<file path="config.mk">
export PLATFORM = sky130hd
export DESIGN_NAME = sync_rr_arbiter
export DESIGN_NICKNAME = d
export VERILOG_FILES = /design/src/rtl/sync_rr_arbiter_pkg.sv /design/src/rtl/sync_rr_arbiter_rr_pick.sv /design/src/rtl/sync_rr_arbiter.sv
export SDC_FILE = /design/constraint.sdc
export NUM_CORES = 1
export LEC_CHECK = 0
export CAP_MARGIN = 30
export CORE_ASPECT_RATIO = 2
export CORE_MARGIN = 5
export CORE_UTILIZATION = 41
export CTS_BUF_LIST = sky130_fd_sc_hd__clkbuf_4 sky130_fd_sc_hd__clkbuf_8
export CTS_CLUSTER_DIAMETER = 80
export DETAILED_ROUTE_END_ITERATION = 10
export GPL_TIMING_DRIVEN = 0
export PLACE_DENSITY = 0.87
export SLEW_MARGIN = 20
export SYNTH_ARGS = -nofsm -noshare
export SYNTH_HDL_FRONTEND = slang
export SYNTH_HIERARCHICAL = 1
export SYNTH_SLANG_ARGS = --single-unit
export TNS_END_PERCENT = 5
</file>
<file path="constraint.sdc">
create_clock -name clk -period 3.13 [get_ports clk]
set_input_delay 0.626 -clock clk [delete_from_list [all_inputs] [get_ports clk]]
set_output_delay 0.626 -clock clk [all_outputs]
set_load 0.05 [all_outputs]
</file>
<file path="src/rtl/sync_rr_arbiter_pkg.sv">
// Shared types and helpers for the clocked round-robin output arbiter.
// Arbitration state, default port count and grant one-hot encoding.
package sync_rr_arbiter_pkg;

   typedef enum logic [1:0] {
      IDLE  = 2'd0,
      GRANT = 2'd1,
      RTZ   = 2'd2
   } arb_state_t;

   localparam int NUM_ARB_PORTS = 4;
   localparam int MAX_ARB_PORTS = 8;

   // Result is widest-case; callers size-cast down to their port count.
   function automatic logic [MAX_ARB_PORTS-1:0] onehot(input int unsigned idx);
      logic [MAX_ARB_PORTS-1:0] v;
      v = '0;
      v[idx[2:0]] = 1'b1;
      return v;
   endfunction

endpackage

</file>
<file path="src/rtl/sync_rr_arbiter_rr_pick.sv">
// Combinational round-robin picker: rotate the request vector so the slot
// after the last winner sits at bit 0, then take the lowest set bit.
module sync_rr_arbiter_rr_pick
   import sync_rr_arbiter_pkg::*;
#(
   parameter int N_IN = NUM_ARB_PORTS,
   parameter int IW   = $clog2(N_IN)
) (
   input  logic [N_IN-1:0] req,
   input  logic [IW-1:0]   last,
   output logic            valid,
   output logic [IW-1:0]   winner
);

   logic [2*N_IN-1:0] dbl;
   logic [N_IN-1:0]   rot;
   int                base;
   int                k;

   always_comb begin
      dbl  = {req, req};
      base = int'(last) + 1;
      rot  = dbl[base +: N_IN];
      k    = 0;
      for (int i = N_IN - 1; i >= 0; i--) begin
         if (rot[i]) k = i;
      end
      valid  = |req;
      winner = IW'((base + k) % N_IN);
   end

endmodule

</file>
<file path="src/rtl/sync_rr_arbiter.sv">
// Clocked round-robin arbiter sharing one four-phase output port between
// N_IN four-phase requesters; ack goes back only after the output handshake.
module sync_rr_arbiter
   import sync_rr_arbiter_pkg::*;
#(
   parameter int n       = 32,
   parameter int N_IN    = NUM_ARB_PORTS,
   parameter int TIMEOUT = 1024
) (
   input  logic              clk,
   input  logic              rst,
   input  logic [N_IN-1:0]   in_req,
   output logic [N_IN-1:0]   in_ack,
   input  logic [N_IN*n-1:0] in_data,
   output logic              out_req,
   input  logic              out_ack,
   output logic [n-1:0]      out_data,
   output logic [N_IN-1:0]   grant,
   output logic              busy,
   output logic              timeout_err
);

   localparam int IW = $clog2(N_IN);
   localparam int CW = $clog2(TIMEOUT);
   localparam logic [CW-1:0] CNT_MAX = CW'(TIMEOUT - 1);

   arb_state_t      state;
   logic [IW-1:0]   last;
   logic [IW-1:0]   pick_idx;
   logic            pick_valid;
   logic [CW-1:0]   cnt;
   logic            owner_req;

   sync_rr_arbiter_rr_pick #(.N_IN(N_IN), .IW(IW)) u_pick (
      .req    (in_req),
      .last   (last),
      .valid  (pick_valid),
      .winner (pick_idx)
   );

   // grant is one-hot, so this is the current owner's request line.
   assign owner_req = |(in_req & grant);
   assign busy      = (state != IDLE);

   always_ff @(posedge clk or negedge rst) begin
      if (!rst) begin
         state    <= IDLE;
         last     <= IW'(N_IN - 1);
         in_ack   <= '0;
         out_req  <= 1'b0;
         out_data <= '0;
         grant    <= '0;
      end else begin
         case (state)
            IDLE: begin
               if (pick_valid) begin
                  state    <= GRANT;
                  out_data <= in_data[int'(pick_idx)*n +: n];
                  grant    <= N_IN'(onehot(32'(pick_idx)));
                  out_req  <= 1'b1;
                  last     <= pick_idx;
               end
            end
            GRANT: begin
               if (out_ack) begin
                  state   <= RTZ;
                  out_req <= 1'b0;
                  in_ack  <= grant;
               end
            end
            RTZ: begin
               // Both sides must have returned to zero, in any order.
               if (!out_ack && !owner_req) begin
                  state  <= IDLE;
                  in_ack <= '0;
                  grant  <= '0;
               end
            end
            default: state <= IDLE;
         endcase
      end
   end

   // Stall watchdog: counts cycles with a handshake open, flag is sticky.
   always_ff @(posedge clk or negedge rst) begin
      if (!rst) begin
         cnt         <= '0;
         timeout_err <= 1'b0;
      end else if (state == IDLE) begin
         cnt <= '0;
      end else begin
         if (cnt != CNT_MAX) cnt <= cnt + 1'b1;
         if (cnt == CNT_MAX - 1'b1) timeout_err <= 1'b1;
      end
   end

endmodule
</file>
# --- Yosys cells after proc, flatten, opt, wreduce, memory -nomap -nowiden ---
# Index checks and enable logic that the tools add are counted.
totals:
  regBits: 56
  inputBits: 135
op_classes:
  addsub: 3
  magnitude_cmp: 2
  eq_ne: 7
  n_shift: 2
  muxes: 20
  bitwise_logic: 2
  reduce_logical: 18
op_table:
  columns: ["cell", "count"]
  rows:
  - ["128-bit by 8-bit indexed part select with 32-bit output", 1]
  - ["10-bit two-way mux", 2]
  - ["4-bit one-hot mux with 2 select lines", 2]
  - ["2-bit two-way mux", 7]
  - ["4-bit two-way mux", 3]
  - ["3-bit AND reduction", 4]
  - ["10-bit by 1-bit adder with 10-bit output, second input constant", 1]
  - ["10-bit equality test, second input constant", 1]
  - ["10-bit inequality test, second input constant", 1]
  - ["2-bit nonzero test", 5]
  - ["4-bit OR reduction", 2]
  - ["8-bit by 4-bit indexed part select with 4-bit output", 1]
  - ["2-bit inequality test, second input constant", 3]
  - ["2-bit one-hot mux with 3 select lines", 1]
  - ["4-bit AND", 1]
  - ["2-bit by 4-bit less-than comparator with 1-bit output, second input constant", 1]
  - ["2-bit AND reduction", 2]
  - ["2-bit by 1-bit adder with 3-bit output, second input constant", 1]
  - ["1-bit two-way mux", 3]
  - ["2-bit adder", 1]
  - ["1-bit demux with 2-bit select", 1]
  - ["2-bit by 1-bit equality test with 1-bit output, second input constant", 1]
  - ["2-bit equality test, second input constant", 1]
  - ["2-bit by 1-bit >= comparator with 1-bit output, second input constant", 1]
  - ["5 further kinds", 7]

# --- Depth between registers and ports, before layout ---
depth:
  ltp_word: 13
  ltp_mapped: 12
  ltp_nobuf: 10

# --- Hierarchy ---
# The synthesis kept the hierarchy.
modules_own_cells:
  columns: ["module", "n_inst", "cells_per_inst", "area_each_um2", "seq_area_each_um2"]
  rows:
  - ["sync_rr_arbiter", 1, 222, 3133.0, 1403.8]
  - ["sync_rr_arbiter_rr_pick", 1, 24, 173.9, 0.0]

# --- Worst setup path before layout ---
# OpenSTA, ideal clock, no wires.
synth_timing:
  path_type: "input port to flip-flop"
  startpoint: "input port in_req[1]"
  endpoint: "register out_data[0]"
  t_arrival_ns: 2.831
  required_time_ns: 3.005
  path_slack_ns: 0.174
  stages: 12
  cell_sequence: "inv_1 a2bb2oi_1 o21ai_0 o21a_1 ha_1 xnor2_1 xnor2_1 xnor2_1 buf_2 clkbuf_1 mux4_2 mux2_2"
synth_via:
  elab_chain_cells: 7
  elab_cells_between_ends: 9
  cone_classes: "add/sub: 1; shift: 2; mux: 4; reduce/logical: 2"
synth_rtl:
  columns: ["item", "line_no", "text"]
  rows:
  - ["from (decl)", "sync_rr_arbiter.sv:12", "input logic [N_IN-1:0] in_req,"]
  - ["8-bit by 4-bit indexed part select with 4-bit output (*)", "sync_rr_arbiter_rr_pick.sv:23", "rot = dbl[base +: N_IN];"]
  - ["2-bit two-way mux (3 in series)", "sync_rr_arbiter_rr_pick.sv:26", "if (rot[i]) k = i;"]
  - ["2-bit two-way mux (*)", "sync_rr_arbiter_rr_pick.sv:26", null]
  - ["2-bit adder (*)", "sync_rr_arbiter_rr_pick.sv:29", "winner = IW'((base + k) % N_IN);"]
  - ["named net pick_idx[1]", "sync_rr_arbiter.sv:29", "logic [IW-1:0] pick_idx;"]
  - ["128-bit by 8-bit indexed part select with 32-bit output (*)", "sync_rr_arbiter.sv:58", "out_data <= in_data[int'(pick_idx)*n +: n];"]
  - ["to (signal assigned)", "sync_rr_arbiter.sv:58", null]
  - ["to (decl)", "sync_rr_arbiter.sv:17", "output logic [n-1:0] out_data,"]
# The timed path passes the listed nets; every way through them passes the cells marked *.
# A chain may end at the register's enable or synchronous reset.

# --- Final worst setup path ---
layout_timing:
  startpoint: "input port in_req[2]"
  endpoint: "register out_data[12]"
# Same word-level chain as after synthesis.

==> key figures <==
Outcome
  – Status: complete, no violations

Clock network
  – Maximum buffer depth of the clock tree: 2
  – Number of resized instances in the post-cts repair step: 14
  – Clk sink count: 56
  – CTS tree: built
  – Root buf cell: clkbuf_8
  – Clock H-tree levels: 2
  – Post-CTS setup buffers: 0
  – Clock transition time at the flip-flop clock pins of the worst setup and hold paths: 0.10 ns
  – Count of hold buffers inserted by post-cts repair: 0
  – Clock latency on the worst-skew pair: 0.32 ns
  – Total CTS buffers: 5

Yosys
  – Async set or reset register ratio after synthesis: 1.00
  – Synthesis-stage register bit count: 56
  – Leading register cell type out of synthesis: dfrtp_1
  – Post-Synthesis Cells: 246
  – Number of enable-type register cells in the synthesized netlist: 0
  – Synthesis Warnings: 6
  – Portion of the post-synthesis area used by sequential elements: 0.425
  – Post-Syn Nets: 384
  – Summed instance area of the synthesized netlist: 3310 um^2
  – Library cells used by synthesis: 50
  – Avg Inst Size Synth: 13.4 um^2

STA
  – Final worst path period share: 0.964
  – Max-slew violation count: 0
  – Post-Route Setup TNS: 0 ns
  – Fmax: 331 MHz
  – Final worst hold slack: 0.345 ns
  – Number of setup violations in the final report: 0
  – Unrepaired setup endpoints after global routing: false
  – Worst Max-Slew Pin Slew: 0.730 ns
  – Min cycle time layout: 3.02 ns
  – Final critical-path setup slack: 0.113 ns
  – Clk_skew: 0.00804 ns
  – Relative slew slack: 0.513
  – Number of failing hold endpoints at the final stage: 0

Floorplanning
  – Total die area: 10100 um^2
  – Top-level port count: 178
  – Std cell rows: 46
  – Chip height: 137 um
  – Die width: 73.5 um
  – Core ar.: 7890 um^2
  – Initial core utilization: 0.419

Routing
  – Via count normalized by instance count: 5.59
  – First-pass iteration count of the detailed router: 4
  – Sum of routed wire length over all layers: 10700 um
  – Total via count after detailed routing: 2945
  – Number of design-rule violations left by the first detailed-router iteration: 234
  – Number of antenna-violating nets in the routed design: 0
  – Routed WL per cell: 20.3 um
  – Count of unresolved DRC violations after routing: 0

Placed design
  – Dpl hpwl: 8740 um
  – Number of placed cells counting well taps: 519
  – Worst setup slack after placement: -0.855 ns
  – GP Congestion: 0.950
  – Count of port buffers added during placement: 177

Worst setup path
  – Element type at the critical path end: register
  – Crit path max fanout: 10
  – Worst setup path category: input pin to register
  – WP data required: 3.33 ns
  – CP startpoint kind: input pin
  – Critical path data arrival time: 3.22 ns

Global routing
  – Largest net degree at the start of global routing: 57
  – Grt ovf: 0
  – Global-route wire length before repair: 16100 um
  – Number of global-route vias before repair: 3245
  – Initial antenna violation count: 1
  – Global router's overall resource usage: 0.211

Power and ir drop
  – Largest vdd supply drop: 0.844 mV
  – Internal power: 3640 uW
  – Proportion of power drawn by the clock network: 0.075
  – Share of total power consumed by net switching: 0.437
  – Comb power frac: 0.728
  – Leak: 0.00211 uW
  – Power density relative to cell area: 1210 nW/um^2
  – Sequential group share of total power: 0.196
  – Switching power total: 2820 uW

Cells and area
  – Storage element area: 1400 um^2
  – Footprint of the multi-input gates: 1760 um^2
  – Fill cells: 560
  – Final non-filler cell total: 527
  – Post-layout net count: 568
  – Synthesis-to-finish area growth: 61.4%
  – Layout Utilization: 0.677
  – Antenna cell count: 0
  – Layout cell share with drive strength beyond 1: 0.204

Run
  – Maximum Capacitance Violations: 0

Min path
  – Worst min path class: input pin to async pin
## state kept, by name (all words and copies together) (netlist names)
| register | count |
|---|---|
| in_ack | 4 |
| last | 2 |
| cnt | 10 |
| out_data | 32 |
| out_req | 1 |
| state | 2 |
| timeout_err | 1 |
| grant | 4 |
## cell usage after synthesis, drive strengths merged, types with 2 or more instances
master / instances / share of area
dfrtp: 54 / 0.41
mux2: 33 / 0.11
mux4: 32 / 0.22
nand2: 23 / 0.026
buf: 10 / 0.028
inv: 8 / 0.0091
a21oi: 5 / 0.0076
nand3: 5 / 0.011
a31oi: 4 / 0.0076
and3: 4 / 0.0076
clkbuf: 4 / 0.0045
mux2i: 4 / 0.012
nor2: 4 / 0.0045
o21ai: 4 / 0.0061
o2bb2ai: 4 / 0.011
ha: 3 / 0.011
nor2b: 3 / 0.0057
nor3: 3 / 0.0045
xnor2: 3 / 0.0079
dfstp: 2 / 0.016
nand2b: 2 / 0.0038
nand4: 2 / 0.0038
nor4: 2 / 0.0038
o211ai: 2 / 0.0045
o21bai: 2 / 0.0045
o22ai: 2 / 0.0038
o32ai: 2 / 0.0053
o41ai: 2 / 0.0053
or4: 2 / 0.0045
## layout by cell type, fill, tap and decap left out, types with 3 or more instances in the layout
master	instances
nand3_1	3
mux4_2	32
nor2_1	4
a31oi_1	4
dfrtp_1	54
mux2_1	6
nor2b_1	3
and3_1	4
buf_6	7
a21oi_1	5
clkbuf_8	8
mux2i_1	4
mux2_2	27
ha_1	3
nor3_1	3
xnor2_1	3
inv_1	6
o21ai_0	3
nand2_1	23
clkdlybuf4s50_1	173
o2bb2ai_1	4
## power by group through the flow
stage / Clock, uW / Sequential (uW) / Combinational [uW]
after floorplan: 0 / 2140 / 2480
after global placement: 0 / 1260 / 4520
after detailed placement: 0 / 1280 / 4630
after CTS: 496 / 1270 / 4780
after global routing: 522 / 1310 / 5000
final: 487 / 1270 / 4700
## layer usage
metal  up-vias  global-route usage  wire length, um
li1       1326                   -                -
met1      1457               0.214             3440
met2       140               0.383             5980
met3        20              0.0772             1030
met4         2              0.0726              235
met5         -                   0               13
## metrics by stage
step           power (uW)  instance area (um^2)
2_1_floorplan        4620                  3310
3_3_place_gp         5780                  5200
3_5_place_dp         5910                  5200
4_1_cts              6540                  5340
5_1_grt              6830                  5340
6_report             6460                  5340
## critical path, stage by stage
cell and delay, ns:
clkdlybuf4s50_1 0.58, a21oi_1 0.11, o221ai_1 0.19, o21a_1 0.15, ha_1 0.15, xnor2_1 0.13, xnor2_1 0.15, xnor2_1 0.14
buf_4 0.20, clkbuf_8 0.20, mux4_2 0.33, mux2_2 0.28
## worst paths after layout
path	start	endpoint	slack (ns)	cells after the start
max in group asynchronous	rst	out_data[13]	2.29	1
min in group clk	timeout_err	timeout_err	0.48	1
worst max register to register	last[1]	out_data[12]	0.25	12
worst min-delay path	rst	in_ack[2]	0.34	1
worst min register to register	timeout_err	timeout_err	0.48	1
worst max-delay path	in_req[2]	out_data[12]	0.11	12
## kinds of logic (layout without fill, tap and decap cells)
logic type      after synthesis  count (layout)  share of synthesized area
mux                          69              69                      0.342
simple gates                 58              58                     0.0935
flops                        56              56                      0.425
compound gates               35              35                     0.0783
buf+inv                      22             207                     0.0420
fa+ha+maj                     3               3                     0.0114
xor+xnor                      3               3                    0.00795
## layout make-up
cell class,instances,share of cell area
Timing Repair Buffer,177,0.331
Multi-Input combinational cell,168,0.331
Sequential cell,56,0.263
Buffer,14,0.0265
Tap cell,96,0.0225
Clock buffer,6,0.0143
Clock inverter,2,0.00656
Inverter,8,0.00563
Power figures use the tool's default switching activity.
